===== config.mk =====
export PLATFORM = sky130hd
export DESIGN_NAME = bpm_window_controller_flat
export DESIGN_NICKNAME = d
export VERILOG_FILES = /design/src/rtl/bpm_window_controller_if.sv /design/src/rtl/bpm_window_controller.sv /design/src/flat_wrapper.sv
export SDC_FILE = /design/constraint.sdc
export NUM_CORES = 1
export LEC_CHECK = 0
export ABC_AREA = 0
export BUFFER_PORTS_ARGS = -buffer_cell sky130_fd_sc_hd__buf_2
export CAP_MARGIN = 15
export CELL_PAD_IN_SITES_DETAIL_PLACEMENT = 1
export CELL_PAD_IN_SITES_GLOBAL_PLACEMENT = 2
export CORE_MARGIN = 1
export CORE_UTILIZATION = 40
export CTS_BUF_LIST = sky130_fd_sc_hd__clkbuf_16
export DETAILED_ROUTE_END_ITERATION = 10
export MAX_ROUTING_LAYER = met4
export PLACE_DENSITY_LB_ADDON = 0.1
export SETUP_SLACK_MARGIN = 0.4
export SYNTH_ARGS = -nofsm -noshare
export SYNTH_HDL_FRONTEND = slang
export SYNTH_SLANG_ARGS = --single-unit
export TNS_END_PERCENT = 10

===== constraint.sdc =====
create_clock -name clk -period 5.6 [get_ports clk]
set_clock_uncertainty 0.2 [all_clocks]
set_input_delay 0.28 -clock clk [delete_from_list [all_inputs] [get_ports clk]]
set_output_delay 0.28 -clock clk [all_outputs]
set_load 0.02 [all_outputs]

===== src/rtl/bpm_window_controller_if.sv =====
// Purpose : bundles the measurement control inputs and the published heart-rate outputs.
// Latency : none, wires only.
// Backpressure : none; outputs are level/strobe signals with no ready handshake.
// Ports   : run, peak_in (towards the controller); bpm, bcd_hund/tens/ones, bpm_valid,
//           busy, sat (from the controller). master = stimulus/consumer side, slave = controller.
interface bpm_window_controller_if;
  logic       run;
  logic       peak_in;
  logic [9:0] bpm;
  logic [3:0] bcd_hund;
  logic [3:0] bcd_tens;
  logic [3:0] bcd_ones;
  logic       bpm_valid;
  logic       busy;
  logic       sat;

  modport master (
    output run, peak_in,
    input  bpm, bcd_hund, bcd_tens, bcd_ones, bpm_valid, busy, sat
  );

  modport slave (
    input  run, peak_in,
    output bpm, bcd_hund, bcd_tens, bcd_ones, bpm_valid, busy, sat
  );
endinterface


===== src/rtl/bpm_window_controller.sv =====
// Purpose : counts peak_in rising edges per window, scales to BPM, converts to BCD and publishes.
// Latency : bpm_valid strobes 12 cycles after the window_end cycle (SCALE + 10x CONVERT + PUBLISH).
// Backpressure : none; bpm_valid is a one-cycle strobe and results hold until the next publish.
// Ports   : clk, reset (sync, active-high); bus.slave carries run/peak_in in and
//           bpm/bcd_*/bpm_valid/busy/sat out.
// Option  : define PEAK_REFRACTORY_EN to ignore edges within REFRACT_CYCLES of an accepted peak.
module bpm_window_controller #(
  parameter int unsigned WINDOW_CYCLES  = 400000000,
  parameter int unsigned BPM_MULT       = 6,
  parameter int unsigned REFRACT_CYCLES = 10000000
) (
  input logic                    clk,
  input logic                    reset,
  bpm_window_controller_if.slave bus
);
  localparam int unsigned    WCW      = $clog2(WINDOW_CYCLES);
  localparam logic [WCW-1:0] WIN_LAST = WCW'(WINDOW_CYCLES - 1);

  typedef enum logic [1:0] {IDLE, SCALE, CONVERT, PUBLISH} state_t;
  state_t state_q, state_d;

  logic [WCW-1:0] win_q;
  logic           peak_prev_q;
  logic [7:0]     pk_cnt_q;
  logic [7:0]     pk_next;
  logic [7:0]     snap_q;
  logic           window_end;
  logic           pk_rise;
  logic           accept;
  logic [31:0]    prod;
  logic [9:0]     bin_q;
  logic [9:0]     sh_q;
  logic           sat_next_q;
  logic [3:0]     step_q;
  logic [11:0]    bcd_q;
  logic [11:0]    adj;
  logic [11:0]    bcd_step;
  logic [9:0]     bpm_q;
  logic [11:0]    bcd_out_q;
  logic           sat_q;

  // Parameter legality only; produces no logic.
  always_comb begin : param_check
    assert (WINDOW_CYCLES >= 16 && WINDOW_CYCLES < (1 << 29) && REFRACT_CYCLES >= 1);
  end

  assign window_end = bus.run && (win_q == WIN_LAST);
  assign pk_rise    = bus.run && bus.peak_in && !peak_prev_q;

`ifdef PEAK_REFRACTORY_EN
  localparam int unsigned RW = $clog2(REFRACT_CYCLES + 1);
  logic [RW-1:0] refr_q;

  assign accept = pk_rise && (refr_q == '0);

  // Free-running across window boundaries; only run=0 or reset clears it.
  always_ff @(posedge clk) begin
    if (reset || !bus.run) begin
      refr_q <= '0;
    end else if (accept) begin
      refr_q <= RW'(REFRACT_CYCLES - 1);
    end else if (refr_q != '0) begin
      refr_q <= refr_q - 1'b1;
    end
  end
`else
  assign accept = pk_rise;
`endif

  // Saturating count including this cycle's event, so a window_end-cycle peak
  // lands in the snapshot of the ending window.
  always_comb begin
    pk_next = pk_cnt_q;
    if (accept && pk_cnt_q != 8'hFF) pk_next = pk_cnt_q + 8'd1;
  end

  assign prod = 32'(snap_q) * BPM_MULT;

  // Double-dabble step: add 3 to any digit >= 5, then shift in the next binary MSB.
  always_comb begin
    adj = bcd_q;
    if (bcd_q[3:0]  >= 4'd5) adj[3:0]  = bcd_q[3:0]  + 4'd3;
    if (bcd_q[7:4]  >= 4'd5) adj[7:4]  = bcd_q[7:4]  + 4'd3;
    if (bcd_q[11:8] >= 4'd5) adj[11:8] = bcd_q[11:8] + 4'd3;
    bcd_step = (adj << 1) | {11'd0, sh_q[9]};
  end

  always_comb begin
    state_d = state_q;
    case (state_q)
      IDLE:    if (window_end) state_d = SCALE;
      SCALE:   state_d = CONVERT;
      CONVERT: if (step_q == 4'd9) state_d = PUBLISH;
      PUBLISH: state_d = IDLE;
      default: state_d = IDLE;
    endcase
    // Dropping run abandons any conversion without publishing.
    if (!bus.run) state_d = IDLE;
  end

  always_ff @(posedge clk) begin
    if (reset) begin
      state_q     <= IDLE;
      win_q       <= '0;
      peak_prev_q <= 1'b0;
      pk_cnt_q    <= '0;
      snap_q      <= '0;
      bin_q       <= '0;
      sh_q        <= '0;
      sat_next_q  <= 1'b0;
      step_q      <= '0;
      bcd_q       <= '0;
      bpm_q       <= '0;
      bcd_out_q   <= '0;
      sat_q       <= 1'b0;
    end else begin
      state_q <= state_d;

      if (!bus.run) begin
        win_q       <= '0;
        pk_cnt_q    <= '0;
        peak_prev_q <= 1'b0;
      end else begin
        peak_prev_q <= bus.peak_in;
        if (window_end) begin
          win_q    <= '0;
          snap_q   <= pk_next;
          pk_cnt_q <= '0;
        end else begin
          win_q    <= win_q + 1'b1;
          pk_cnt_q <= pk_next;
        end
      end

      case (state_q)
        SCALE: begin
          if (prod > 32'd999) begin
            bin_q      <= 10'd999;
            sh_q       <= 10'd999;
            sat_next_q <= 1'b1;
          end else begin
            bin_q      <= prod[9:0];
            sh_q       <= prod[9:0];
            sat_next_q <= 1'b0;
          end
          bcd_q  <= '0;
          step_q <= '0;
        end
        CONVERT: begin
          bcd_q  <= bcd_step;
          sh_q   <= sh_q << 1;
          step_q <= step_q + 4'd1;
          // Results become visible in PUBLISH, alongside the strobe.
          if (step_q == 4'd9 && bus.run) begin
            bpm_q     <= bin_q;
            bcd_out_q <= bcd_step;
            sat_q     <= sat_next_q;
          end
        end
        default: ;
      endcase
    end
  end

  assign bus.bpm       = bpm_q;
  assign bus.bcd_hund  = bcd_out_q[11:8];
  assign bus.bcd_tens  = bcd_out_q[7:4];
  assign bus.bcd_ones  = bcd_out_q[3:0];
  assign bus.sat       = sat_q;
  assign bus.bpm_valid = (state_q == PUBLISH);
  assign bus.busy      = (state_q != IDLE);
endmodule

===== src/flat_wrapper.sv =====
// flat-port wrapper written by rule: the top's interface ports become plain ports
module bpm_window_controller_flat 
#(
  parameter int unsigned WINDOW_CYCLES  = 400000000,
  parameter int unsigned BPM_MULT       = 6,
  parameter int unsigned REFRACT_CYCLES = 10000000
)
  (clk, reset, bus_run, bus_peak_in, bus_bpm, bus_bcd_hund, bus_bcd_tens, bus_bcd_ones, bus_bpm_valid, bus_busy, bus_sat);
  bpm_window_controller_if bus_i ();
  input logic clk;
  input logic reset;
  input wire logic [$bits(bus_i.run)-1:0] bus_run;
  input wire logic [$bits(bus_i.peak_in)-1:0] bus_peak_in;
  output wire logic [$bits(bus_i.bpm)-1:0] bus_bpm;
  output wire logic [$bits(bus_i.bcd_hund)-1:0] bus_bcd_hund;
  output wire logic [$bits(bus_i.bcd_tens)-1:0] bus_bcd_tens;
  output wire logic [$bits(bus_i.bcd_ones)-1:0] bus_bcd_ones;
  output wire logic [$bits(bus_i.bpm_valid)-1:0] bus_bpm_valid;
  output wire logic [$bits(bus_i.busy)-1:0] bus_busy;
  output wire logic [$bits(bus_i.sat)-1:0] bus_sat;
  assign bus_i.run = bus_run;
  assign bus_i.peak_in = bus_peak_in;
  assign bus_bpm = bus_i.bpm;
  assign bus_bcd_hund = bus_i.bcd_hund;
  assign bus_bcd_tens = bus_i.bcd_tens;
  assign bus_bcd_ones = bus_i.bcd_ones;
  assign bus_bpm_valid = bus_i.bpm_valid;
  assign bus_busy = bus_i.busy;
  assign bus_sat = bus_i.sat;
  bpm_window_controller #(.WINDOW_CYCLES(WINDOW_CYCLES), .BPM_MULT(BPM_MULT), .REFRACT_CYCLES(REFRACT_CYCLES)) u_core (.clk(clk), .reset(reset), .bus(bus_i));
endmodule

==> results of run 1 <==
==> worst min-delay path, stage by stage <==
cell	delay [ps]
buf_2	130
nor2b_1	170
o221a_2	130
==> report_power, final <==
| group | switching, mW | total, mW | internal [mW] | leakage, nW |
|---|---|---|---|---|
| Clock | 0.271 | 0.563 | 0.292 | 0.127 |
| Sequential | 0.00116 | 0.756 | 0.755 | 0.854 |
| Combinational | 0.0164 | 0.0209 | 0.00458 | 1.09 |
| Total | 0.288 | 1.34 | 1.05 | 2.07 |
==> Yosys cell counts, drive strengths merged (2+ instances only) <==
cell type / number / area share (%)
a211oi: 11 / 1.7
a21oi: 35 / 3.5
a2bb2oi: 4 / 0.70
a311oi: 7 / 1.3
a31oi: 5 / 0.62
a32oi: 2 / 0.35
a41oi: 5 / 0.87
and2: 8 / 1.0
and3: 5 / 0.62
and4: 5 / 0.87
buf: 8 / 0.95
clkbuf: 20 / 1.5
dfxtp: 106 / 42
ha: 23 / 5.7
inv: 27 / 2.0
mux2: 3 / 0.67
mux2i: 6 / 1.2
nand2: 68 / 5.2
nand2b: 12 / 1.5
nand3: 20 / 2.0
nand3b: 2 / 0.30
nand4: 10 / 1.2
nand4b: 2 / 0.35
nor2: 73 / 5.5
nor2b: 11 / 1.4
nor3: 6 / 0.70
nor3b: 7 / 1.0
nor4: 2 / 0.50
nor4b: 2 / 0.35
o211ai: 2 / 0.40
o21ai: 10 / 1.0
o221a: 2 / 0.45
o221ai: 2 / 0.35
o22ai: 6 / 0.75
o31ai: 3 / 0.72
o32ai: 2 / 0.35
or2: 2 / 0.25
or4: 3 / 0.45
or4b: 2 / 0.40
xnor2: 11 / 2.1
xor2: 30 / 5.4
==> what timing repair did <==
item / 4_1_cts / 5_1_grt
buffers inserted: 0 / 0
endpoints found under the hold margin: 1 / 0
hold buffers: 1 / 0
resized for setup: 0 / 0
==> layer usage <==
| layer | vias up | GRT usage [%] | share of wire (%) |
|---|---|---|---|
| met5 | - | - | 0 |
| met4 | 0 | 6.32 | 1.7 |
| met3 | 14 | 4.84 | 2.3 |
| met2 | 36 | 35.3 | 50 |
| met1 | 1921 | 23.3 | 46 |
| li1 | 2023 | - | - |
==> area by class of cell <==
type / count / share of cell area, %
clock buffer: 9 / 4.07
clock inverter: 5 / 0.452
inverter: 28 / 1.90
multi-input combinational: 415 / 48.1
sequential: 106 / 38.3
tap: 168 / 3.80
timing repair buffer: 34 / 3.39
==> final timing paths <==
| path | to | depth (start not counted) |
|---|---|---|
| setup / recovery | u_core.pk_cnt_q[1] | 8 |
| hold / removal | u_core.state_q[0] | 3 |
| hold reg to reg | u_core.bcd_out_q[0] | 2 |
| setup reg to reg | u_core.pk_cnt_q[1] | 8 |
==> flip-flops by register name (all words and copies together) (netlist names) <==
register and count:
u_core.win_q 29, u_core.bcd_out_q 12, u_core.bcd_q 12, u_core.bin_q 10, u_core.bus.bpm 10, u_core.sh_q 10, u_core.pk_cnt_q 8, u_core.snap_q 8
u_core.step_q 4, u_core.state_q 2, u_core.peak_prev_q 1
==> cells by family (layout without fill, tap and decap cells) <==
kind of cell               Yosys count  in the layout  synth area share (%)
and+or+nand+nor                    243            243                  24.1
xor gates and xnor gates            41             41                  7.46
adders and majority gates           24             24                  6.14
DFF                                106            106                  42.3
AOI/OAI and AO/OA                   98             98                  13.5
buffers and inverters               56             76                  4.54
muxes                                9              9                  1.87
==> out/results.tsv, run 1 <==
stage	metric	value	unit
sta	rsz0062_at_grt	false	
sta	period_needed	2970	ps
cells_and_area	design_area	5540	µm²
worst_setup_path	crit_start	u_core.win_q[0]	
worst_setup_path	cp_num_buf_inv	2	
floorplanning	io_pins	29	
cts	cts.reportedPaths.clkPinSlew	70	ps
routing	drc	0	
sta	max_slew.worst_pin.slew	973	ps
worst_setup_path	cp_common_cell	buf_4	
floorplanning	coreArea	12100	µm²
pwr	p_leak	2.07	nW
sta	slew_headroom	35.2	%
cells_and_area	syn2layout_area_growth	10.5	%
cts	cts_tree	done	
worst_setup_path	worstSetupEndpointType	register	
synthesis	synth.avg_cell_area	8.69	µm²
synthesis	async_flop_share	0	%
cts	clk_path_buf_depth	2	
cts	clock_sinks	106	
sta	setup_violations	0	
worst_setup_path	crit_arrival	3010	ps
place	dp.cells	750	
global_route	grtUsageTotal	20.4	%
synthesis	synth-main-ff-cell	dfxtp_1	
global_route	antenna_found_initial	0	
sta	drv_slew	0	
run_status	status	finished, final reports clean	
cells_and_area	diodes	0	
place	port_buffers	28	
worst_setup_path	cp.required	5640	ps
place	place_ws	2610	ps
global_route	grt_overflow	0	
sta	max_freq	336	MHz
pwr	power.total	1.34	mW
cells_and_area	final_core_util	45.7	%
sta	fin_crit_sh	53.1	%
place	hpwl	8500	µm
floorplanning	rows	40	
cells_and_area	fin_nets	622	
worst_setup_path	critPathSlowestCell	nand2b_1	
place	place_area	5280	µm²
worst_setup_path	cpLargestDelayFamily	simple AND/OR/NAND/NOR gates	
sta	worst_slack	2630	ps
cells_and_area	drive_above_1_share	10.2	%
cts	root_buffer	clkbuf_16	
synthesis	synth-seq-area-share	42.3	%
cells_and_area	fillerInstances	1468	
worst_setup_path	path_cells	ha_1, nand4_1, or2_1, nor4_2, buf_4, nand2b_1, buf_4, nor2_1	
routing	drt_iter0_drc	134	
synthesis	ys_ff_latch	106	
sta	tns	0	ps
place	gp_congestion	0.730	
cells_and_area	multiInputGateArea	2660	µm²
synthesis	synthCells	577	
sta	holdWs	205	ps
worst_setup_path	rrSetupSlack	2630	ps
routing	wirelength	11900	µm
routing	viasPerCell	5.22	
pwr	vdd_drop_max	0.162	mV
worst_setup_path	path_max_fanout	19	
routing	postRouteAntennaNets	0	
cts	cts.htree.levels	3	
cells_and_area	final_cell_mix	dfxtp_1, nor2_1, nand2_1	
global_route	grt_pass1_wl	20200	µm
floorplanning	start_util	41.4	%
worst_setup_path	path_class	reg2reg	
job	maxCapViolations	0	
worst_setup_path	max_stage_delay	610	ps
min_path	hp-class	in2reg	
floorplanning	die_y	114	µm
routing	wl_per_cell	15.5	µm
sta	hold_violations	0	
global_route	grt_pass1_vias	4199	
cells_and_area	ff_latch_area	2120	µm²
synthesis	synth_edf_count	0	
synthesis	ys_warn_count	0	
cells_and_area	layout_commonest_cell	dfxtp_1	
cts	cts_inserted_buffers	9	
synthesis	netlist_area	5010	µm²
routing	first_pass_iters	4	
min_path	hold_start	bus_run	
synthesis	yosys.cell_types.count	60	
cts	clk_latency	350	ps
worst_setup_path	critPathLaunchType	register	
worst_setup_path	r2r-start	u_core.win_q[0]	
floorplanning	design.die.area	13000	µm²
synthesis	syn-num-nets	605	
routing	dr_total_vias	3994	
global_route	grt_max_degree	63	
cells_and_area	finalNonFillerCells	765	
floorplanning	die_x	114	µm
pwr	powerDensity	242	nW/µm²
Power figures use the tool's default switching activity.
==> run 2: changes to the inputs <==
--- a/config.mk
+++ b/config.mk
@@ -5,13 +5,13 @@
 export SDC_FILE = /design/constraint.sdc
 export NUM_CORES = 1
 export LEC_CHECK = 0
-export ABC_AREA = 0
+export ABC_AREA = 1
 export BUFFER_PORTS_ARGS = -buffer_cell sky130_fd_sc_hd__buf_2
 export CAP_MARGIN = 15
 export CELL_PAD_IN_SITES_DETAIL_PLACEMENT = 1
 export CELL_PAD_IN_SITES_GLOBAL_PLACEMENT = 2
 export CORE_MARGIN = 1
-export CORE_UTILIZATION = 40
+export CORE_UTILIZATION = 32
 export CTS_BUF_LIST = sky130_fd_sc_hd__clkbuf_16
 export DETAILED_ROUTE_END_ITERATION = 10
 export MAX_ROUTING_LAYER = met4
==> constraint.sdc (replaced) <==
create_clock -name clk -period 2.66 [get_ports clk]
set_clock_uncertainty 0.2 [all_clocks]
set_input_delay 0.133 -clock clk [delete_from_list [all_inputs] [get_ports clk]]
set_output_delay 0.133 -clock clk [all_outputs]
set_load 0.02 [all_outputs]
==> out/results.tsv, run 2 <==
stage	metric	value	unit
pwr	powerDensity	469	nW/µm²
global_route	grt_pass1_vias	4934	
global_route	grt_pass1_wl	24300	µm
synthesis	synth.avg_cell_area	7.16	µm²
cells_and_area	layout_commonest_cell	nand2_1	
routing	first_pass_iters	4	
synthesis	syn-num-nets	777	
routing	dr_total_vias	4793	
floorplanning	die_x	131	µm
cells_and_area	top_register	u_core.win_q	
synthesis	synth_common_cells	nand2_1, inv_1, dfxtp_1	
synthesis	synthTopCellsByArea	dfxtp_1, nand2_1, inv_1, a21oi_1, nor2_1	
worst_setup_path	ff2ff_path_depth	14	
min_path	hold_start	bus_run	
cells_and_area	largest_register_ffs	29	
cells_and_area	top_regs	u_core.win_q: 29 flops, u_core.bcd_out_q: 12 flops, u_core.bcd_q: 12 flops	
routing	wl_per_cell	14.3	µm
sta	fin_crit_sh	83.7	%
min_path	hp-class	in2reg	
synthesis	synth-seq-area-share	39.6	%
worst_setup_path	path_max_fanout	7	
synthesis	synthCells	749	
routing	postRouteAntennaNets	0	
cts	cts.htree.levels	3	
cells_and_area	fin_nets	810	
sta	holdWs	11.9	ps
floorplanning	rows	46	
sta	drv_slew	0	
routing	drc	0	
routing	met2_wirelength	6750	µm
routing	routed-wl-met3	293	µm
place	place_area	5710	µm²
global_route	grt_max_degree	37	
synthesis	synth_edf_count	0	
global_route	grt_overflow	0	
cells_and_area	final_cell_mix	nand2_1, inv_1, dfxtp_1	
synthesis	synth_top_area_share	39.6	%
synthesis	async_flop_share	0	%
floorplanning	start_util	33.3	%
routing	viasPerCell	4.78	
global_route	antenna_found_initial	0	
synthesis	ys_warn_count	0	
cells_and_area	diodes	0	
sta	max_slew.worst_pin.slew	509	ps
sta	setup_violations	0	
routing	wirelength	14300	µm
sta	period_needed	2230	ps
sta	tns	0	ps
floorplanning	design.die.area	17300	µm²
worst_setup_path	r2r-start	u_core.snap_q[1]	
worst_setup_path	worstSetupEndpointType	register	
place	hpwl	10600	µm
sta	slew_headroom	66.0	%
routing	routed.top_layer	met4	
job	maxCapViolations	0	
sta	max_freq	449	MHz
floorplanning	io_pins	29	
global_route	grtUsageTotal	17.8	%
place	gp_congestion	0.820	
sta	rsz0062_at_grt	true	
cells_and_area	design_area	6230	µm²
cts	clock_sinks	106	
min_path	min_to	u_core.peak_prev_q	
synthesis	yosysMostFrequentCell	nand2_1	
place	place_ws	268	ps
routing	drt_iter0_drc	139	
worst_setup_path	path_class	reg2reg	
routing	drt-met1-wl	7030	µm
worst_setup_path	r2r-end	u_core.sh_q[3]	
min_path	hold_depth	3	
cts	cts_inserted_buffers	9	
place	port_buffers	28	
synthesis	ys_ff_latch	106	
cts	root_buffer	clkbuf_16	
worst_setup_path	cp.required	2680	ps
floorplanning	die_y	131	µm
pwr	power.total	2.92	mW
sta	worst_slack	433	ps
pwr	p_leak	2.53	nW
cts	cts_tree	done	
cells_and_area	syn2layout_area_growth	16.1	%
cells_and_area	drive_above_1_share	16.4	%
cts	clk_path_buf_depth	2	
synthesis	yosys.cell_types.count	44	
cts	cts.reportedPaths.clkPinSlew	70	ps
synthesis	synth-main-ff-cell	dfxtp_1	
synthesis	synth_top_area_cell	dfxtp_1	
worst_setup_path	rrSetupSlack	430	ps
cts	clk_latency	360	ps
run_status	status	finished, final reports clean	
synthesis	netlist_area	5360	µm²
worst_setup_path	crit_arrival	2250	ps
worst_setup_path	critPathLaunchType	register	
sta	hold_violations	0	
floorplanning	coreArea	16100	µm²
pwr	vdd_drop_max	0.333	mV
-- run 2: changes by cell type after synthesis, moves of 8 or more --
cell,change
inv_1,+87
nand2_1,+69
o21ai_0,+38
a21oi_1,+31
nor3_1,+17
xor2_1,-13
nand2b_1,-12
nor2_1,+12
nor2b_1,-11
a211oi_1,-9
and2_1,-8
-- run 2: cells by family (layout without fill, tap and decap cells) --
group | after synthesis | in the layout | synth area share (%)
flops | 106 | 106 | 39.6
buf+inv | 140 | 178 | 10.6
compound gates | 137 | 137 | 13.7
simple gates | 320 | 320 | 26.8
mux | 1 | 1 | 0.187
xor+xnor | 21 | 21 | 3.43
fa+ha+maj | 24 | 24 | 5.74
-- run 2: through the flow --
stage / instances / util [%]
final: 1003 / 38.6
after global routing: 1003 / 38.6
after CTS: 998 / 37.6
after detailed placement: 977 / 35.4
after global placement: 977 / 35.4
after floorplan: 749 / -
-- run 2: worst max path at each step --
stage | start | endpoint | slack [ps] | cells past startpoint
after global routing | u_core.snap_q[1] | u_core.sh_q[2] | 310 | 14
after floorplan | u_core.snap_q[1] | u_core.bin_q[1] | 540 | 15
after detailed placement | u_core.snap_q[1] | u_core.bin_q[7] | 270 | 15
after CTS | u_core.snap_q[3] | u_core.bin_q[8] | 410 | 10
after global placement | u_core.snap_q[1] | u_core.bin_q[1] | 340 | 15
final | u_core.snap_q[1] | u_core.sh_q[3] | 430 | 14
-- run 2: per-layer routing --
metal / vias up / global-route usage, %
met2: 48 / 28.9
met3: 14 / 2.24
met4: 0 / 6.52
li1: 2461 / -
met5: - / -
met1: 2270 / 22.7
-- run 2: repair_timing --
| action | CTS | global route |
|---|---|---|
| hold endpoints to repair | 3 | 0 |
| endpoints found under the setup margin | 16 | 58 |
| hold buffers | 2 | 0 |
| resized for setup | 11 | 45 |
| setup buffers | 3 | 4 |
| pin swaps | 3 | 9 |
| cloned | 0 | 1 |
-- run 2: area by class of cell --
cell class / count / area [µm²]
timing repair buffer: 44 / 269
inverter: 117 / 449
sequential: 106 / 2140
clock buffer: 9 / 225
multi-input combinational: 503 / 2810
clock inverter: 7 / 56.3
fill: 2031 / 9890
timing repair inverter: 1 / 6.26
tap: 216 / 270
-- run 2: power breakdown --
group          switching [mW]  total [mW]  leakage (nW)  internal [mW]
clock                   0.638        1.28         0.136          0.642
sequential            0.00245        1.59         0.858           1.58
combinational          0.0406      0.0537          1.54         0.0131
total                   0.681        2.92          2.53           2.24
-- run 2: worst max-delay path, cell delays in order (launching register included) --
cell	delay, ps
dfxtp_4	380
ha_4	140
inv_2	40
fa_2	340
inv_2	70
nand2_2	50
nand2_2	100
nand3_2	90
nand3_1	100
nand2_2	80
nor2_2	140
nand2_4	110
buf_6	140
nand4_1	60
a21oi_1	60
==> run 3: changes to the inputs <==
==> constraint.sdc (replaced) <==
create_clock -name clk -period 2 [get_ports clk]
set_clock_uncertainty 0.2 [all_clocks]
set_input_delay 0.1 -clock clk [delete_from_list [all_inputs] [get_ports clk]]
set_output_delay 0.1 -clock clk [all_outputs]
set_load 0.02 [all_outputs]
==> out/results.tsv, run 3 (synthesis gave the netlist of run 2 again) <==
stage	metric	value	unit
run_status	status	complete, but fails checks	
run_status	violations	negative setup slack	
sta	drv_slew	0	
cts	root_buffer	clkbuf_16	
global_route	use_met1	21.6	%
cells_and_area	final_cell_mix	nand2_1, inv_1, dfxtp_1	
cts	clock_sinks	106	
min_path	min_to	u_core.pk_cnt_q[1]	
worst_setup_path	r2r-start	u_core.snap_q[1]	
routing	drc	0	
cts	cts.reportedPaths.clkPinSlew	80	ps
routing	wl_per_cell	14.0	µm
floorplanning	die_x	131	µm
worst_setup_path	rrSetupSlack	-70	ps
pwr	clockPowerShare	44.1	%
cells_and_area	multiInputGateArea	3210	µm²
cts	cts.htree.levels	3	
sta	slew_headroom	62.6	%
worst_setup_path	path_max_fanout	5	
sta	max_freq	483	MHz
cells_and_area	top_regs	u_core.win_q: 29 flops, u_core.bcd_out_q: 12 flops, u_core.bcd_q: 12 flops	
global_route	grt_max_degree	30	
cells_and_area	diodes	0	
cts	clk_path_buf_depth	2	
routing	postRouteAntennaNets	0	
sta	rsz0062_at_grt	true	
global_route	grt_pass1_wl	24800	µm
cts	cts_tree	done	
floorplanning	coreArea	16100	µm²
routing	first_pass_iters	4	
min_path	hp-class	in2reg	
worst_setup_path	crit_arrival	2170	ps
worst_setup_path	ff2ff_path_depth	14	
worst_setup_path	cp_num_buf_inv	2	
worst_setup_path	r2r-end	u_core.sh_q[7]	
worst_setup_path	critPathSlowestCell	dfxtp_2	
pwr	p_leak	2.79	nW
routing	drt_iter0_drc	119	
cts	cts_inserted_buffers	9	
worst_setup_path	critPathLaunchType	register	
worst_setup_path	cpLargestDelayFamily	simple AND/OR/NAND/NOR gates	
routing	viasPerCell	4.79	
sta	period_needed	2070	ps
worst_setup_path	max_stage_delay	360	ps
sta	setup_violations	16	
pwr	swShare	24.1	%
routing	dr_total_vias	4934	
worst_setup_path	cp.required	2090	ps
cts	clk_latency	360	ps
place	gp_congestion	0.817	
global_route	grt_overflow	0	
pwr	powerDensity	572	nW/µm²
cells_and_area	syn2layout_area_growth	29.2	%
floorplanning	start_util	33.3	%
place	port_buffers	28	
job	maxCapViolations	0	
cells_and_area	layout_commonest_cell	nand2_1	
floorplanning	design.die.area	17300	µm²
worst_setup_path	path_class	reg2reg	
min_path	hold_start	bus_peak_in	
pwr	pwr-share-comb	2.6	%
min_path	hold_depth	6	
sta	fin_crit_sh	104	%
global_route	use_met2	31.6	%
pwr	sequentialPowerShare	53.3	%
place	hpwl	10500	µm
place	place_area	6030	µm²
cells_and_area	design_area	6930	µm²
worst_setup_path	path_cells	ha_4, inv_2, fa_2, inv_2, nand2_2, nand2_2, nand3_2, nand3_2, nand2_4, nor2_4, nand2_4, nand3_2, nand2_1, a21oi_1	
floorplanning	die_y	131	µm
global_route	antenna_found_initial	0	
floorplanning	io_pins	29	
worst_setup_path	crit_start	u_core.snap_q[1]	
cells_and_area	top_register	u_core.win_q	
floorplanning	rows	46	
worst_setup_path	cp_common_cell	nand3_2	
cells_and_area	ff_latch_area	2150	µm²
global_route	busiest_layer	met2	
cells_and_area	largest_register_ffs	29	
global_route	grtUsageTotal	18.2	%
sta	worst_slack	-72.4	ps
worst_setup_path	path_depth	14	
cells_and_area	fillerInstances	2004	
cells_and_area	fin_nets	838	
routing	wirelength	14400	µm
sta	holdWs	128	ps
sta	max_slew.worst_pin.slew	556	ps
pwr	p_sw	0.953	mW
sta	hold_violations	0	
cells_and_area	drive_above_1_share	29.3	%
global_route	grt_pass1_vias	5194	
worst_setup_path	worstSetupEndpointType	register	
global_route	use_met3	2.85	%
pwr	p_int	3.01	mW
pwr	vdd_drop_max	0.340	mV
==> run 3: worst max path at each step <==
stage,slack [ps],to
finish,-70,u_core.sh_q[7]
global route,-210,u_core.bin_q[5]
CTS,-100,u_core.bin_q[7]
detailed placement,-240,u_core.bin_q[1]
global placement,-210,u_core.bin_q[1]
floorplan,-70,u_core.bin_q[1]
==> run 3: through the flow <==
stage | instances | power, mW | worst slack [ps] | utilization (%) | setup TNS [ps]
after floorplan | 749 | 2.21 | -65.1 | - | -366
after global placement | 1010 | 2.24 | -213 | 37.4 | -2460
after detailed placement | 1010 | 2.24 | -245 | 37.4 | -3660
after CTS | 1030 | 4.04 | -100 | 42.4 | -1100
after global routing | 1031 | 4.14 | -207 | 43.0 | -3590
final | 1031 | 3.96 | -72.4 | 43.0 | -630
==> run 3: timing repair <==
item                                    CTS  global route
pin swaps                                74            16
resized for setup                       140            25
hold buffers                              3             0
endpoints found under the hold margin    12             0
gates cloned                              1             0
setup buffers                             0             1
endpoints found under the setup margin  104           106
==> run 3: cell type report <==
| class | instances | area share [%] |
|---|---|---|
| Sequential cell | 106 | 31.1 |
| Multi-Input combinational cell | 504 | 46.4 |
| Timing Repair Buffer | 72 | 7.82 |
| Clock buffer | 9 | 3.25 |
| Tap cell | 216 | 3.90 |
| Clock inverter | 7 | 0.849 |
| Inverter | 117 | 6.68 |
==> run 3: worst reg2reg max path: stages (launching register included) <==
cell	delay (ps)
dfxtp_2	360
ha_4	130
inv_2	30
fa_2	330
inv_2	60
nand2_2	50
nand2_2	80
nand3_2	90
nand3_2	90
nand2_4	60
nor2_4	150
nand2_4	110
nand3_2	100
nand2_1	50
a21oi_1	120
==> run 3: per-layer routing <==
layer  up-vias  wire [µm]
li1       2519          -
met1      2368       6780
met2        34       7230
met3        13        254
met4         0        153
met5         -          0
==> run 3: power groups by stage <==
stage               combinational [mW]  clock, mW  sequential (mW)
floorplan                       0.0440          0             2.16
global placement                0.0773          0             2.16
detailed placement              0.0793          0             2.16
CTS                              0.105       1.82             2.11
global route                     0.112       1.91             2.11
finish                           0.102       1.75             2.11
